===== src/rtl/stopwatch_pkg.sv =====
// stopwatch_pkg: stimulus bit indices and defaults shared by the encoder and control_fsm
package stopwatch_pkg;
  localparam int NUM_KEYS = 4;
  localparam int STIM_START_PAUSE = 3;
  localparam int STIM_LAP = 2;
  localparam int STIM_RESET = 1;
  localparam int STIM_CLEAR = 0;
  localparam int DEBOUNCE_DEFAULT = 1000000;
  typedef logic [NUM_KEYS-1:0] stim_t;
  function automatic stim_t first_set(stim_t p);
    return p[STIM_START_PAUSE] ? stim_t'(4'b1000) :
           p[STIM_LAP]         ? stim_t'(4'b0100) :
           p[STIM_RESET]       ? stim_t'(4'b0010) :
           p[STIM_CLEAR]       ? stim_t'(4'b0001) : stim_t'(4'b0000);
  endfunction
endpackage


===== src/rtl/key_debounce.sv =====
// key_debounce: 2-flop synchroniser and stable-count debouncer for one active-low key
module key_debounce import stopwatch_pkg::*; #(
  parameter int DEBOUNCE_CYCLES = DEBOUNCE_DEFAULT
) (
  input  logic clock,
  input  logic reset_n,
  input  logic key_n,
  output logic level,
  output logic press
);
  localparam int CNT_W = $clog2(DEBOUNCE_CYCLES + 1);
  logic meta, sample, level_n, expire;
  logic [CNT_W-1:0] count;
  assign expire = (sample != level_n) && (count == CNT_W'(DEBOUNCE_CYCLES - 1));
  // level_n starts low (pressed) so a key held through reset never yields an event
  always_ff @(posedge clock)
    if (!reset_n) begin
      meta <= 1'b1;
      sample <= 1'b1;
      level_n <= 1'b0;
      count <= '0;
    end else begin
      meta <= key_n;
      sample <= meta;
      level_n <= expire ? sample : level_n;
      count <= (sample == level_n || expire) ? '0 : count + 1'b1;
    end
  assign level = ~level_n;
  assign press = expire & ~sample;
endmodule


===== src/rtl/stimulus_encoder.sv =====
// stimulus_encoder: debounced key presses queued into one-hot, priority-ordered stimulus pulses
module stimulus_encoder import stopwatch_pkg::*; #(
  parameter int DEBOUNCE_CYCLES = DEBOUNCE_DEFAULT
) (
  input  logic       clock,
  input  logic       reset_n,
  input  logic [3:0] key_n,
  output logic [3:0] stimulus,
  output logic [3:0] pending
);
  logic [3:0] level, press, grant;
  for (genvar i = 0; i < NUM_KEYS; i++) begin : g_key
    key_debounce #(.DEBOUNCE_CYCLES(DEBOUNCE_CYCLES)) u_deb (
      .clock(clock),
      .reset_n(reset_n),
      .key_n(key_n[i]),
      .level(level[i]),
      .press(press[i])
    );
  end
  assign grant = first_set(pending);
  // a press landing on its own grant edge survives the clear and is reissued
  always_ff @(posedge clock)
    if (!reset_n) begin
      pending <= '0;
      stimulus <= '0;
    end else begin
      stimulus <= grant;
      pending <= (pending & ~grant) | press;
    end
  assert property (@(posedge clock) disable iff (!reset_n) $onehot0(stimulus));
  assert property (@(posedge clock) disable iff (!reset_n) (press & level) == 4'b0000);
endmodule


===== config.mk =====
export PLATFORM = sky130hd
export DESIGN_NAME = stimulus_encoder
export DESIGN_NICKNAME = d
export VERILOG_FILES = /design/src/rtl/stopwatch_pkg.sv /design/src/rtl/key_debounce.sv /design/src/rtl/stimulus_encoder.sv
export SDC_FILE = /design/constraint.sdc
export NUM_CORES = 1
export LEC_CHECK = 0
export ABC_AREA = 1
export CORE_MARGIN = 1
export CORE_UTILIZATION = 35
export CTS_CLUSTER_DIAMETER = 50
export DETAILED_ROUTE_END_ITERATION = 8
export HOLD_SLACK_MARGIN = 0.05
export PLACE_DENSITY_LB_ADDON = 0.1
export SYNTH_ARGS = -nofsm -noshare
export SYNTH_HDL_FRONTEND = slang
export SYNTH_SLANG_ARGS = --single-unit

===== constraint.sdc =====
create_clock -name clock -period 2 [get_ports clock]
set_clock_uncertainty 0.15 [all_clocks]
set_input_delay 0.4 -clock clock [delete_from_list [all_inputs] [get_ports clock]]
set_output_delay 0.4 -clock clock [all_outputs]
set_load 0.02 [all_outputs]

==> out/qor.yml, run 1 <==
outcome: "complete, no violations"
dp_hpwl_mm: 7.48
synth_seq_cells: 100
crit_path_max_incr_delay_ns: 0.63
htreeDepth: 3
rsz0062_at_grt: "no"
fin_cells: 928
remaining_drc_errors: 0
ant_nets: 0
drt-total-wl_mm: 9.99
cts-root-buf: "clkbuf_16"
viasPerCell: 4.51
grt_start_max_net_pins: 21
r2r_setup_slack_ns: 0.28
worst-slew-pin-transition_ns: 0.370
cts_buffer_depth: 2
place_inst: 910
syn_area_um2: 4840
fp.dieH_um: 120
grt_pass1_vias: 3913
cts_tree: "yes"
firstDrtPassIters: 4
gr-total-overflow: 0
fp-row-count: 42
slowest_stage: "clkdlybuf4s50_1"
ios: 14
insertedDiodeCount: 0
fin_nets: 757
slew_violations: 0
worstSetupEndpointType: "primary output"
synth_cell_types: 25
grtUsageTotal_pct: 15.1
numCtsBuffers: 9
syn_inst: 724
fillCellCount: 1450
syn_avg_cell_area_um2: 6.68
seq_area_frac_synth_pct: 41.4
io_buffers: 13
max_cap_viol_count: 0
layout-drive-gt1-share_pct: 5.72
drt-initial-drc-count: 235
synthTopCellsByCount: "nand2_1, nor2_1, dfxtp_1"
die_x_um: 120
finalCritPeriodShare_pct: 96.0
start_util_pct: 36.2
areaGrowthSynthToFinish_pct: 14.3
setup_viol: 0
powerDensity_nw_per_um2: 723
p_leak_nw: 1.96
required_ns: 1.45
synthArstFlopShare_pct: 0
seq_area_um2: 2000
synth_edf_count: 0
wl_per_cell_um: 10.8
worst-setup-path-type: "reg -> out"
dieArea_um2: 14300
hold_class: "reg -> reg"
path_max_fanout: 3
gp_congestion: 0.847
dp_slack_ns: 0.0308
multi_input_area_um2: 2490
worst_slack_ns: 0.0810
grt_pass1_wl_mm: 17.4
synth_area_leaders: "dfxtp_1, nand2_1, nor2_1"
arrival_ns: 1.37
insertion_delay_ns: 0.35
yosysMostFrequentCell: "nand2_1"
irDropWorstVdd_uv: 434
setup_tns_ns: 0
worst_setup_path_start_kind: "flop"
ys_warn_count: 0
grt_antenna_before_repair: 0
max_freq_mhz: 521
clk_pin_slew_ns: 0.07
hold_viol_final: 0
core_um2: 13300
yosys.area.top_type: "dfxtp_1"
cp_top_family: "buffers and inverters"
synth_flop_cell: "dfxtp_1"
worstPathCellList: "clkdlybuf4s50_1"
clock_sinks: 100
num_vias: 4184
syn-num-nets: 734
fin_crit_ns: 1.92
synth_top_area_share_pct: 41.4
critPathBufInv: 1
slew-limit-headroom_pct: 75.3
[registers in the layout, indices dropped and copies added (netlist names)]
register             count
pending                  4
g_key.u_deb.sample       4
g_key.u_deb.count       80
stimulus                 4
g_key.u_deb.level_n      4
g_key.u_deb.meta         4
[where the power goes]
part	internal, mW	switching [mW]
sequential	2.02	0.0188
clock	1.07	0.756
combinational	0.0583	0.0723
[metrics by stage]
stage               instance area (µm²)  total power, mW  hold WS (ns)  util (%)
CTS                                5510             4.07         0.265      41.3
finish                             5530             4.00         0.264      41.4
detailed placement                 5190             2.21         0.249      38.9
floorplan                          4840             2.17         0.243         -
global route                       5530             4.16         0.273      41.4
global placement                   5190             2.21         0.249      38.9
[area by class of cell]
type | instances | area share, %
Clock buffer | 13 | 4.89
Clock inverter | 3 | 0.792
Inverter | 76 | 5.16
Multi-Input combinational cell | 539 | 45.0
Sequential cell | 100 | 36.2
Tap cell | 176 | 3.98
Timing Repair Buffer | 21 | 3.96
[cells in the final DEF, fill, tap and decap left out, types with 3 or more instances in the layout]
cell type	Yosys	final
a21oi_1	27	27
buf_4	6	6
clkbuf_16	0	9
clkbuf_8	0	3
clkdlybuf4s50_1	0	10
dfxtp_1	100	100
ha_1	4	4
inv_1	75	75
nand2_1	193	193
nand2_2	3	3
nand3_1	49	49
nand3_2	3	3
nand3b_1	3	3
nand4_1	6	6
nor2_1	178	178
nor3_1	5	5
o21ai_0	7	7
o21bai_1	4	4
or2_0	3	3
or2_2	12	12
xnor2_1	15	15
xor2_1	24	24
[final timing paths]
check / startpoint / to / depth (start not counted)
max: pending[0] / pending[0] / 1
min: g_key[0].u_deb.meta / g_key[0].u_deb.sample / 1
min reg2reg: g_key[0].u_deb.meta / g_key[0].u_deb.sample / 1
max reg2reg: g_key[2].u_deb.count[1] / g_key[2].u_deb.count[14] / 9
[cells by family (layout without fill, tap and decap cells)]
| kind of cell | count (synthesis) | in the layout | share of synthesized area [%] |
|---|---|---|---|
| xor gates and xnor gates | 39 | 39 | 7.06 |
| DFF | 100 | 100 | 41.4 |
| adders and majority gates | 4 | 4 | 1.03 |
| and+or+nand+nor | 457 | 457 | 38.8 |
| AOI/OAI and AO/OA | 39 | 39 | 4.47 |
| buffers and inverters | 85 | 113 | 7.22 |
[routing by layer]
metal,track usage (%),part of all wire (%),vias to the layer above
met4,3.98,1.1,0
met3,4.56,3.3,7
met1,20.0,51,1865
li1,-,-,2267
met5,0,0,-
met2,24.0,44,45
[repair_timing]
item                                    4_1_cts  5_1_grt
endpoints found under the hold margin         0        0
buffers inserted                              0        2
resized for setup                             1        2
hold buffers                                  0        0
endpoints found under the setup margin        1        3
pin swaps                                     0        1
gates cloned                                  0        0
Note: power is estimated with default switching activity, not from simulation.
==> inputs of run 2 (changes only) <==
--- a/config.mk
+++ b/config.mk
@@ -6,12 +6,16 @@
 export NUM_CORES = 1
 export LEC_CHECK = 0
 export ABC_AREA = 1
+export CELL_PAD_IN_SITES_DETAIL_PLACEMENT = 1
+export CELL_PAD_IN_SITES_GLOBAL_PLACEMENT = 2
 export CORE_MARGIN = 1
 export CORE_UTILIZATION = 35
 export CTS_CLUSTER_DIAMETER = 50
 export DETAILED_ROUTE_END_ITERATION = 8
 export HOLD_SLACK_MARGIN = 0.05
 export PLACE_DENSITY_LB_ADDON = 0.1
+export REMOVE_ABC_BUFFERS = 1
+export SLEW_MARGIN = 20
 export SYNTH_ARGS = -nofsm -noshare
 export SYNTH_HDL_FRONTEND = slang
 export SYNTH_SLANG_ARGS = --single-unit
==> run 2 against run 1 <==
Effect of this change:
- critical path depth did not move
- cell area rose by 0.45%
- core utilization rose by 0.19 points
- via count rose by 3.3%
- maximum frequency fell by 1.4%
- flip-flop and latch count did not move
- first-iteration DRC count fell by 37%
- sequential share of layout area fell by 0.16 points
- critical endpoint is now pending[2]
==> out/qor.yml, run 2 (synthesized netlist as in run 1, its figures left out) <==
outcome: "complete, no violations"
start_util_pct: 36.2
powerDensity_nw_per_um2: 727
largest_reg_flops: 80
fin_cells: 931
remaining_drc_errors: 0
startpoint: "pending[2]"
drt-total-wl_mm: 11.7
r2r_setup_slack_ns: 0.24
cp_top_family: "buffers and inverters"
hold_viol_final: 0
cts-root-buf: "clkbuf_16"
critPathBufInv: 1
arrival_ns: 1.40
hold_ws_ns: 0.269
cts_tree: "yes"
ios: 14
max_freq_mhz: 514
gr-total-overflow: 0
most-common-layout-cells: "nand2_1, nor2_1, dfxtp_1"
rsz0062_at_grt: "no"
layout_commonest_cell: "nand2_1"
slowest_stage: "clkdlybuf4s50_1"
timing.rr.start: "g_key[3].u_deb.count[1]"
regMostFlops: "g_key.u_deb.count"
fp-row-count: 42
areaGrowthSynthToFinish_pct: 14.8
crit_path_max_incr_delay_ns: 0.64
num_vias: 4321
htreeDepth: 3
reg2reg_depth: 8
dp_hpwl_mm: 8.92
finalCritPeriodShare_pct: 97.3
slew-limit-headroom_pct: 74.8
core_um2: 13300
numCtsBuffers: 9
grt_pass1_wl_mm: 20.6
clock_sinks: 100
holdPathStages: 1
setup_tns_ns: 0
max_cap_viol_count: 0
clk_pin_slew_ns: 0.07
fin_nets: 760
insertedDiodeCount: 0
cts_hold_buf: 0
p_leak_nw: 1.93
worst-setup-path-type: "reg -> out"
grt_start_max_net_pins: 21
viasPerCell: 4.64
r2r_end: "g_key[3].u_deb.count[18]"
worstSetupEndpointType: "primary output"
layout-drive-gt1-share_pct: 6.09
die_x_um: 120
gp_congestion: 0.751
grt_antenna_before_repair: 0
critical_path_depth: 1
cts_buffer_depth: 2
required_ns: 1.45
slew_violations: 0
worst_setup_path_start_kind: "flop"
cts-resized-gates: 0
worst-slew-pin-transition_ns: 0.377
fillCellCount: 1758
worstPathCellList: "clkdlybuf4s50_1"
grt_pass1_vias: 4477
drt-initial-drc-count: 147
dieArea_um2: 14300
ant_nets: 0
fp.dieH_um: 120
irDropWorstVdd_uv: 537
crit_end: "pending[2]"
firstDrtPassIters: 4
place_inst: 913
post_cts_buffers: 0
fin_crit_ns: 1.95
setup_viol: 0
hold_class: "reg -> reg"
insertion_delay_ns: 0.36
wl_per_cell_um: 12.6
io_buffers: 13
path_max_fanout: 4
grtUsageTotal_pct: 18.1
[run 2: cell types whose count changed in the layout (fill, tap and decap cells not counted)]
cell             delta
dlymetal6s2s_1      -2
clkinv_4            -1
buf_4               +2
clkinv_2            -1
inv_6               +4
dlygate4sd2_1       -1
buf_12              +1
clkdlybuf4s50_1     +3
clkbuf_8            -2
[run 2: power breakdown]
part           total, mW  switching, mW  internal, mW
sequential          2.03         0.0188          2.02
combinational      0.141         0.0768        0.0639
clock               1.86          0.835          1.03
[run 2: area by class of cell]
cell class | count | area [µm²] | share of cell area [%]
Clock buffer | 11 | 243 | 4.37
Clock inverter | 5 | 65.1 | 1.17
Inverter | 76 | 285 | 5.14
Multi-Input combinational cell | 539 | 2490 | 44.8
Sequential cell | 100 | 2000 | 36.1
Tap cell | 176 | 220 | 3.97
Timing Repair Buffer | 24 | 250 | 4.51
[run 2: how the worst min path moves through the flow]
stage,startpoint,end,slack (ns)
2_1_floorplan,g_key[0].u_deb.meta,g_key[0].u_deb.sample,0.24
3_3_place_gp,g_key[3].u_deb.meta,g_key[3].u_deb.sample,0.25
3_5_place_dp,g_key[1].u_deb.meta,g_key[1].u_deb.sample,0.25
4_1_cts,g_key[3].u_deb.meta,g_key[3].u_deb.sample,0.27
5_1_grt,g_key[1].u_deb.meta,g_key[1].u_deb.sample,0.28
6_report,g_key[1].u_deb.meta,g_key[1].u_deb.sample,0.27
[run 2: per-layer routing]
| metal | track usage, % | wire, µm | vias up |
|---|---|---|---|
| li1 | - | - | 2273 |
| met1 | 22.4 | 5740 | 2002 |
| met2 | 31.0 | 5530 | 32 |
| met3 | 3.85 | 294 | 14 |
| met4 | 6.02 | 173 | 0 |
| met5 | 0 | 0 | - |
[run 2: worst register-to-register path, delay by kind of cell, from the launching register on]
family | cells | cell delay (ns)
and+or+nand+nor | 7 | 0.92
DFF | 1 | 0.36
adders and majority gates | 1 | 0.20
[run 2: metrics by stage]
| step | power [mW] | util (%) | area [µm²] | worst slack [ns] |
|---|---|---|---|---|
| after global placement | 2.21 | 39.1 | 5220 | 0.102 |
| after CTS | 4.10 | 41.4 | 5520 | 0.0290 |
| after global routing | 4.20 | 41.6 | 5550 | 0.00327 |
| after detailed placement | 2.22 | 39.1 | 5220 | 0.0882 |
| final | 4.04 | 41.6 | 5550 | 0.0532 |
| after floorplan | 2.15 | - | 4770 | 0.274 |
==> inputs of run 3 (changes only) <==
--- a/config.mk
+++ b/config.mk
@@ -12,7 +12,7 @@
 export CORE_UTILIZATION = 35
 export CTS_CLUSTER_DIAMETER = 50
 export DETAILED_ROUTE_END_ITERATION = 8
-export HOLD_SLACK_MARGIN = 0.05
+export HOLD_SLACK_MARGIN = 0.15
 export PLACE_DENSITY_LB_ADDON = 0.1
 export REMOVE_ABC_BUFFERS = 1
 export SLEW_MARGIN = 20
==> results of run 3 <==
Final layout, timing and power as in run 2 (identical DEF).
